==> src/rtl/alu_share_arbiter.sv <==
// Two-requester round-robin front end for a shared WIDTH-bit add/subtract unit.
// Optional macro ALU_SHARE_ARBITER_SAT_EN selects saturating instead of wrapping arithmetic.
//
// state | meaning
// IDLE  | waiting for a request; arbitrates and latches the winner's operands
// EXEC  | computes the result from the latched operands
// RESP  | holds the result on the response channel until rsp_ready
module alu_share_arbiter #(
  parameter int WIDTH = 4,
  parameter int CNT_W = 8
) (
  input  logic             clk,
  input  logic             rst_n,
  input  logic [1:0]       req,
  input  logic [1:0]       op,
  input  logic [WIDTH-1:0] a0,
  input  logic [WIDTH-1:0] b0,
  input  logic [WIDTH-1:0] a1,
  input  logic [WIDTH-1:0] b1,
  output logic [1:0]       gnt,
  output logic             busy,
  output logic             rsp_valid,
  input  logic             rsp_ready,
  output logic             rsp_id,
  output logic [WIDTH-1:0] rsp_data,
  output logic [CNT_W-1:0] done_cnt
);

  typedef enum logic [1:0] {
    IDLE = 2'd0,
    EXEC = 2'd1,
    RESP = 2'd2
  } state_t;

  state_t state, state_nxt;

  logic             last_gnt, last_gnt_nxt;
  logic             lat_op, lat_op_nxt;
  logic [WIDTH-1:0] lat_a, lat_a_nxt;
  logic [WIDTH-1:0] lat_b, lat_b_nxt;

  logic [1:0]       gnt_nxt;
  logic             busy_nxt;
  logic             rsp_valid_nxt;
  logic             rsp_id_nxt;
  logic [WIDTH-1:0] rsp_data_nxt;
  logic [CNT_W-1:0] done_cnt_nxt;

  logic             win;
  logic [WIDTH-1:0] alu_res;

  // A lone request wins outright; on a tie the requester not granted last time wins.
  always_comb begin
    win = 1'b0;
    case (req)
      2'b01:   win = 1'b0;
      2'b10:   win = 1'b1;
      2'b11:   win = ~last_gnt;
      default: win = 1'b0;
    endcase
  end

`ifdef ALU_SHARE_ARBITER_SAT_EN
  logic [WIDTH:0] sum_ext, diff_ext;

  always_comb begin
    sum_ext  = {1'b0, lat_a} + {1'b0, lat_b};
    diff_ext = {1'b0, lat_a} - {1'b0, lat_b};
    if (!lat_op) begin
      alu_res = sum_ext[WIDTH] ? {WIDTH{1'b1}} : sum_ext[WIDTH-1:0];
    end else begin
      alu_res = diff_ext[WIDTH] ? {WIDTH{1'b0}} : diff_ext[WIDTH-1:0];
    end
  end
`else
  always_comb begin
    alu_res = lat_op ? (lat_a - lat_b) : (lat_a + lat_b);
  end
`endif

  always_ff @(posedge clk or negedge rst_n) begin
    if (!rst_n) begin
      state <= IDLE;
    end else begin
      state <= state_nxt;
    end
  end

  always_comb begin
    state_nxt = state;
    case (state)
      IDLE:    if (req != 2'b00) state_nxt = EXEC;
      EXEC:    state_nxt = RESP;
      RESP:    if (rsp_ready) state_nxt = IDLE;
      default: state_nxt = IDLE;
    endcase
  end

  // Next values for every registered output; nothing leaves the block combinationally.
  always_comb begin
    gnt_nxt       = 2'b00;
    busy_nxt      = (state_nxt != IDLE);
    rsp_valid_nxt = rsp_valid;
    rsp_id_nxt    = rsp_id;
    rsp_data_nxt  = rsp_data;
    done_cnt_nxt  = done_cnt;
    last_gnt_nxt  = last_gnt;
    lat_op_nxt    = lat_op;
    lat_a_nxt     = lat_a;
    lat_b_nxt     = lat_b;
    case (state)
      IDLE: begin
        if (req != 2'b00) begin
          gnt_nxt      = win ? 2'b10 : 2'b01;
          last_gnt_nxt = win;
          lat_op_nxt   = win ? op[1] : op[0];
          lat_a_nxt    = win ? a1 : a0;
          lat_b_nxt    = win ? b1 : b0;
        end
      end
      EXEC: begin
        rsp_valid_nxt = 1'b1;
        rsp_id_nxt    = last_gnt;
        rsp_data_nxt  = alu_res;
      end
      RESP: begin
        if (rsp_ready) begin
          rsp_valid_nxt = 1'b0;
          done_cnt_nxt  = done_cnt + CNT_W'(1);
        end
      end
      default: begin
        rsp_valid_nxt = 1'b0;
      end
    endcase
  end

  always_ff @(posedge clk or negedge rst_n) begin
    if (!rst_n) begin
      gnt       <= 2'b00;
      busy      <= 1'b0;
      rsp_valid <= 1'b0;
      rsp_id    <= 1'b0;
      rsp_data  <= '0;
      done_cnt  <= '0;
      last_gnt  <= 1'b1;
      lat_op    <= 1'b0;
      lat_a     <= '0;
      lat_b     <= '0;
    end else begin
      gnt       <= gnt_nxt;
      busy      <= busy_nxt;
      rsp_valid <= rsp_valid_nxt;
      rsp_id    <= rsp_id_nxt;
      rsp_data  <= rsp_data_nxt;
      done_cnt  <= done_cnt_nxt;
      last_gnt  <= last_gnt_nxt;
      lat_op    <= lat_op_nxt;
      lat_a     <= lat_a_nxt;
      lat_b     <= lat_b_nxt;
    end
  end

endmodule

==> config.mk <==
export PLATFORM = sky130hd
export DESIGN_NAME = alu_share_arbiter
export DESIGN_NICKNAME = d
export VERILOG_FILES = /design/src/rtl/alu_share_arbiter.sv
export SDC_FILE = /design/constraint.sdc
export NUM_CORES = 1
export LEC_CHECK = 0
export ABC_AREA = 1
export CAP_MARGIN = 10
export CORE_UTILIZATION = 30
export DETAILED_ROUTE_END_ITERATION = 12
export GPL_TIMING_DRIVEN = 0
export SLEW_MARGIN = 20
export SYNTH_ARGS = -nofsm -noshare
export SYNTH_HDL_FRONTEND = slang
export SYNTH_SLANG_ARGS = --single-unit
export TNS_END_PERCENT = 30
==> constraint.sdc <==
create_clock -name clk -period 4.1 [get_ports clk]
set_input_delay 1.025 -clock clk [delete_from_list [all_inputs] [get_ports clk]]
set_output_delay 1.025 -clock clk [all_outputs]
set_load 0.03 [all_outputs]
==> impl_summary.md <==
Floorplanning
In this run the count of I/O pins placed on the die edge is 40. In this run the core area contains 24 standard-cell rows. The initial utilization of the core area, before any placement, comes to 31.6%. The area of the core is 0.00441 mm².

The die covers 0.00493 mm². Measured along the y axis, the die boundary spans 70.2 µm. The width of the chip is 70.2 µm.

Final layout
The library cell used most frequently in the layout, excluding fill and tap cells, is sky130_fd_sc_hd__clkdlybuf4s50_1. The post-route netlist has 8.08% of its cells at a drive strength greater than 1. In the layout the commonest cells are sky130_fd_sc_hd__clkdlybuf4s50_1 (38), sky130_fd_sc_hd__nand2_1 (28), sky130_fd_sc_hd__dfrtp_1 (28), sky130_fd_sc_hd__inv_1 (19), sky130_fd_sc_hd__nor2_1 (18). After filler insertion, the fill cell instance count of the layout stands at 461. The final instance count without filler cells is 250.

The repair_antennas step left the layout with diodes totalling 0. The final layout contains 226 nets. The area overhead of the layout relative to synthesis is 38.0%. The final design utilization is 43.6%.

Pwr
The design draws 1.51 mW. The highest ir drop seen on vdd is 0.000238 V. The leakage power of the design is 0.910 nW. The power per cell area is 782 mW/mm².

Worst setup path
The signal on the critical path passes through clkdlybuf4s50_1. At the worst endpoint, the arrival time is 1.41 ns. The path depth of the worst reg2reg path is 11. In this run the worst setup path begins at done_cnt[3]. The worst register-to-register path begins at lat_b[1]. The slowest cell on the critical path is sky130_fd_sc_hd__clkdlybuf4s50_1. The type of element launching the critical path is a flop. The required time of the critical path is 3.07 ns. The setup check on the worst reg-to-reg path leaves a slack of 2.11 ns. Along the worst path, the maximum fanout reaches 5. The worst setup path is of the reg2out kind. STA classifies the critical path endpoint as an output pin. In this design, the largest share of critical-path delay is due to buffers and inverters.

Counting both buffers and inverters, the worst setup path holds a total of 1. The reg-to-reg critical path endpoint is rsp_data[3]. For this run, the slowest stage of the critical path takes 0.70 ns.

Global route
The remaining global-route overflow is 0. The first global-routing pass estimated 4.93 mm of wire. Global routing consumed, over all layers together, 13.1% of the routing resources. The initial antenna violation count came to 0.

The number of global-route vias before repair is 1078. Entering global routing, the biggest net connects 30 pins.

Synthesis
The sequential cell area fraction in the yosys report is 52.1%. Each instance of the synthesized netlist takes up on average 9.24 µm². The flip-flop and latch count after synthesis is 29. The post-synthesis cell type count is 23. After synthesis the cells add up to 0.00140 mm². Yosys printed 0 warnings. Synthesis produced a netlist with a net count of 180. The number of instances in the synthesized netlist is 151.

Timing
The number of endpoints failing setup at the final stage is 0. Setup repair after global routing left no endpoint under its margin. The final setup slack of the worst path is 1.66 ns.

The number of hold violations in the final report came to 0. The worst path uses 59.4% of the clock period. The clock period could shrink to 2.44 ns. The total count of max-transition violations in the final report is 0. The maximum achievable frequency is 411 MHz. The transition time at the pin with the least slew margin is 0.637 ns.

In the final timing run, aggregate negative setup slack is 0 ns. The worst slew margin relative to its limit is 57.5%. The final clock skew is 0.00507 ns.

CTS
The root cell of the clock tree is sky130_fd_sc_hd__clkbuf_8. The CTS buffer count is 5. The number of levels in the clock H-tree is 2. The TritonCTS sink count is 29. In this run the deepest clock path goes through 2 buffers. The number of hold buffers added after CTS was 0. The clock-pin slew on the worst setup and hold paths is 0.06 ns.

The clock tree from TritonCTS is yes. After clock tree synthesis, the setup repair step added 0 buffers. In this run, post-CTS repair resized a total of 0 instances. For the worst-skew pair, the clock arrives at the later sink with an insertion delay of 0.28 ns.

Route
The via count of the routed design is 1099. The remaining number of nets flagged by the antenna check after routing is 0. The number of DRC violations after detailed-routing iteration 0 is 75. Dividing the detail-routed wire length by the instance count gives 11.3 µm.

The first-pass iteration count of the detailed router is 4. The final layout contains routed wiring with a total length of 2.83 mm. The remaining routing DRC violations is 0. After detailed routing, the number of vias per cell comes to 4.40.

Placed design
In this run, placement finished with an instance count of 242. The count of buffers added on input and output ports is 39. The worst-case setup slack after placement is 1.70 ns. The congestion estimate from routability-driven global placement came to 0.701. After legalization and detailed placement, the total HPWL measured 2.14 mm.

Worst hold path
The worst min-delay path startpoint is rsp_id. Along the worst hold path, the cell count comes to 2. The worst hold path terminates at rsp_id.

The path class of the tightest hold or removal check is reg2reg.

Run status
The flow ran to the end, and the final reports show no timing, DRC or antenna violations.

Run
Max-cap violations in this run came to 0.
[power by group]
part,total [mW],switching (mW),internal [mW]
clock network,0.222,0.101,0.120
logic,0.781,0.456,0.325
registers,0.503,0.0878,0.416
[through the flow]
stage | hold WS, ns | instance area (µm²)
global placement | 0.457 | 1850
global route | 0.505 | 1930
detailed placement | 0.470 | 1850
floorplan | 0.459 | 1400
CTS | 0.484 | 1930
finish | 0.474 | 1930
[final cells by class]
type,instances,area (µm²),share of cell area (%)
buffer,2,15.0,0.780
clock buffer,8,80.1,4.16
inverter,21,83.8,4.35
multi-input combinational,99,569,29.6
sequential,29,727,37.8
tap,52,65.1,3.38
timing repair buffer,39,385,20.0
[flip-flops by register name, summed over array words and instances, names as in the netlist]
register   flops
last_gnt       1
gnt            2
rsp_valid      1
rsp_id         1
busy           1
state          2
rsp_data       4
lat_op         1
lat_a          4
done_cnt       8
lat_b          4
[worst max path at each step]
stage	end	slack (ns)	cells past startpoint
3_5_place_dp	lat_a[3]	1.70	6
4_1_cts	done_cnt[3]	1.66	1
5_1_grt	done_cnt[3]	1.63	1
2_1_floorplan	rsp_data[3]	2.29	11
6_report	done_cnt[3]	1.66	1
3_3_place_gp	lat_b[2]	1.49	1
[cells by family after synthesis]
family                     count (synthesis)  synth area share [%]
xor gates and xnor gates                   9                  5.65
adders and majority gates                  6                  5.92
DFF                                       29                  52.1
buffers and inverters                     23                  7.08
and+or+nand+nor                           56                  17.5
muxes                                      1                 0.807
AOI/OAI and AO/OA                         27                  10.9
[cell usage after synthesis, drive strengths merged]
master   n  share of area, %
dfrtp   28                50
nand2   28               7.5
inv     21               6.0
nor2    20               6.1
o21ai   18               7.0
o22ai    8               3.6
nand3    7               3.4
xor2     7               4.4
ha       5               4.5
xnor2    2               1.3
a21oi    1              0.36
buf      1              0.81
clkbuf   1              0.27
dfstp    1               1.9
fa       1               1.4
mux2     1              0.81
nand4    1              0.45
[routing by layer]
metal	track usage (%)	up-vias	share of wire (%)
li1	-	576	-
met1	17.2	493	47
met2	19.8	25	47
met3	3.90	5	4.1
met4	6.00	0	2.0
met5	0	-	0
(Power assumes the default switching activity.)
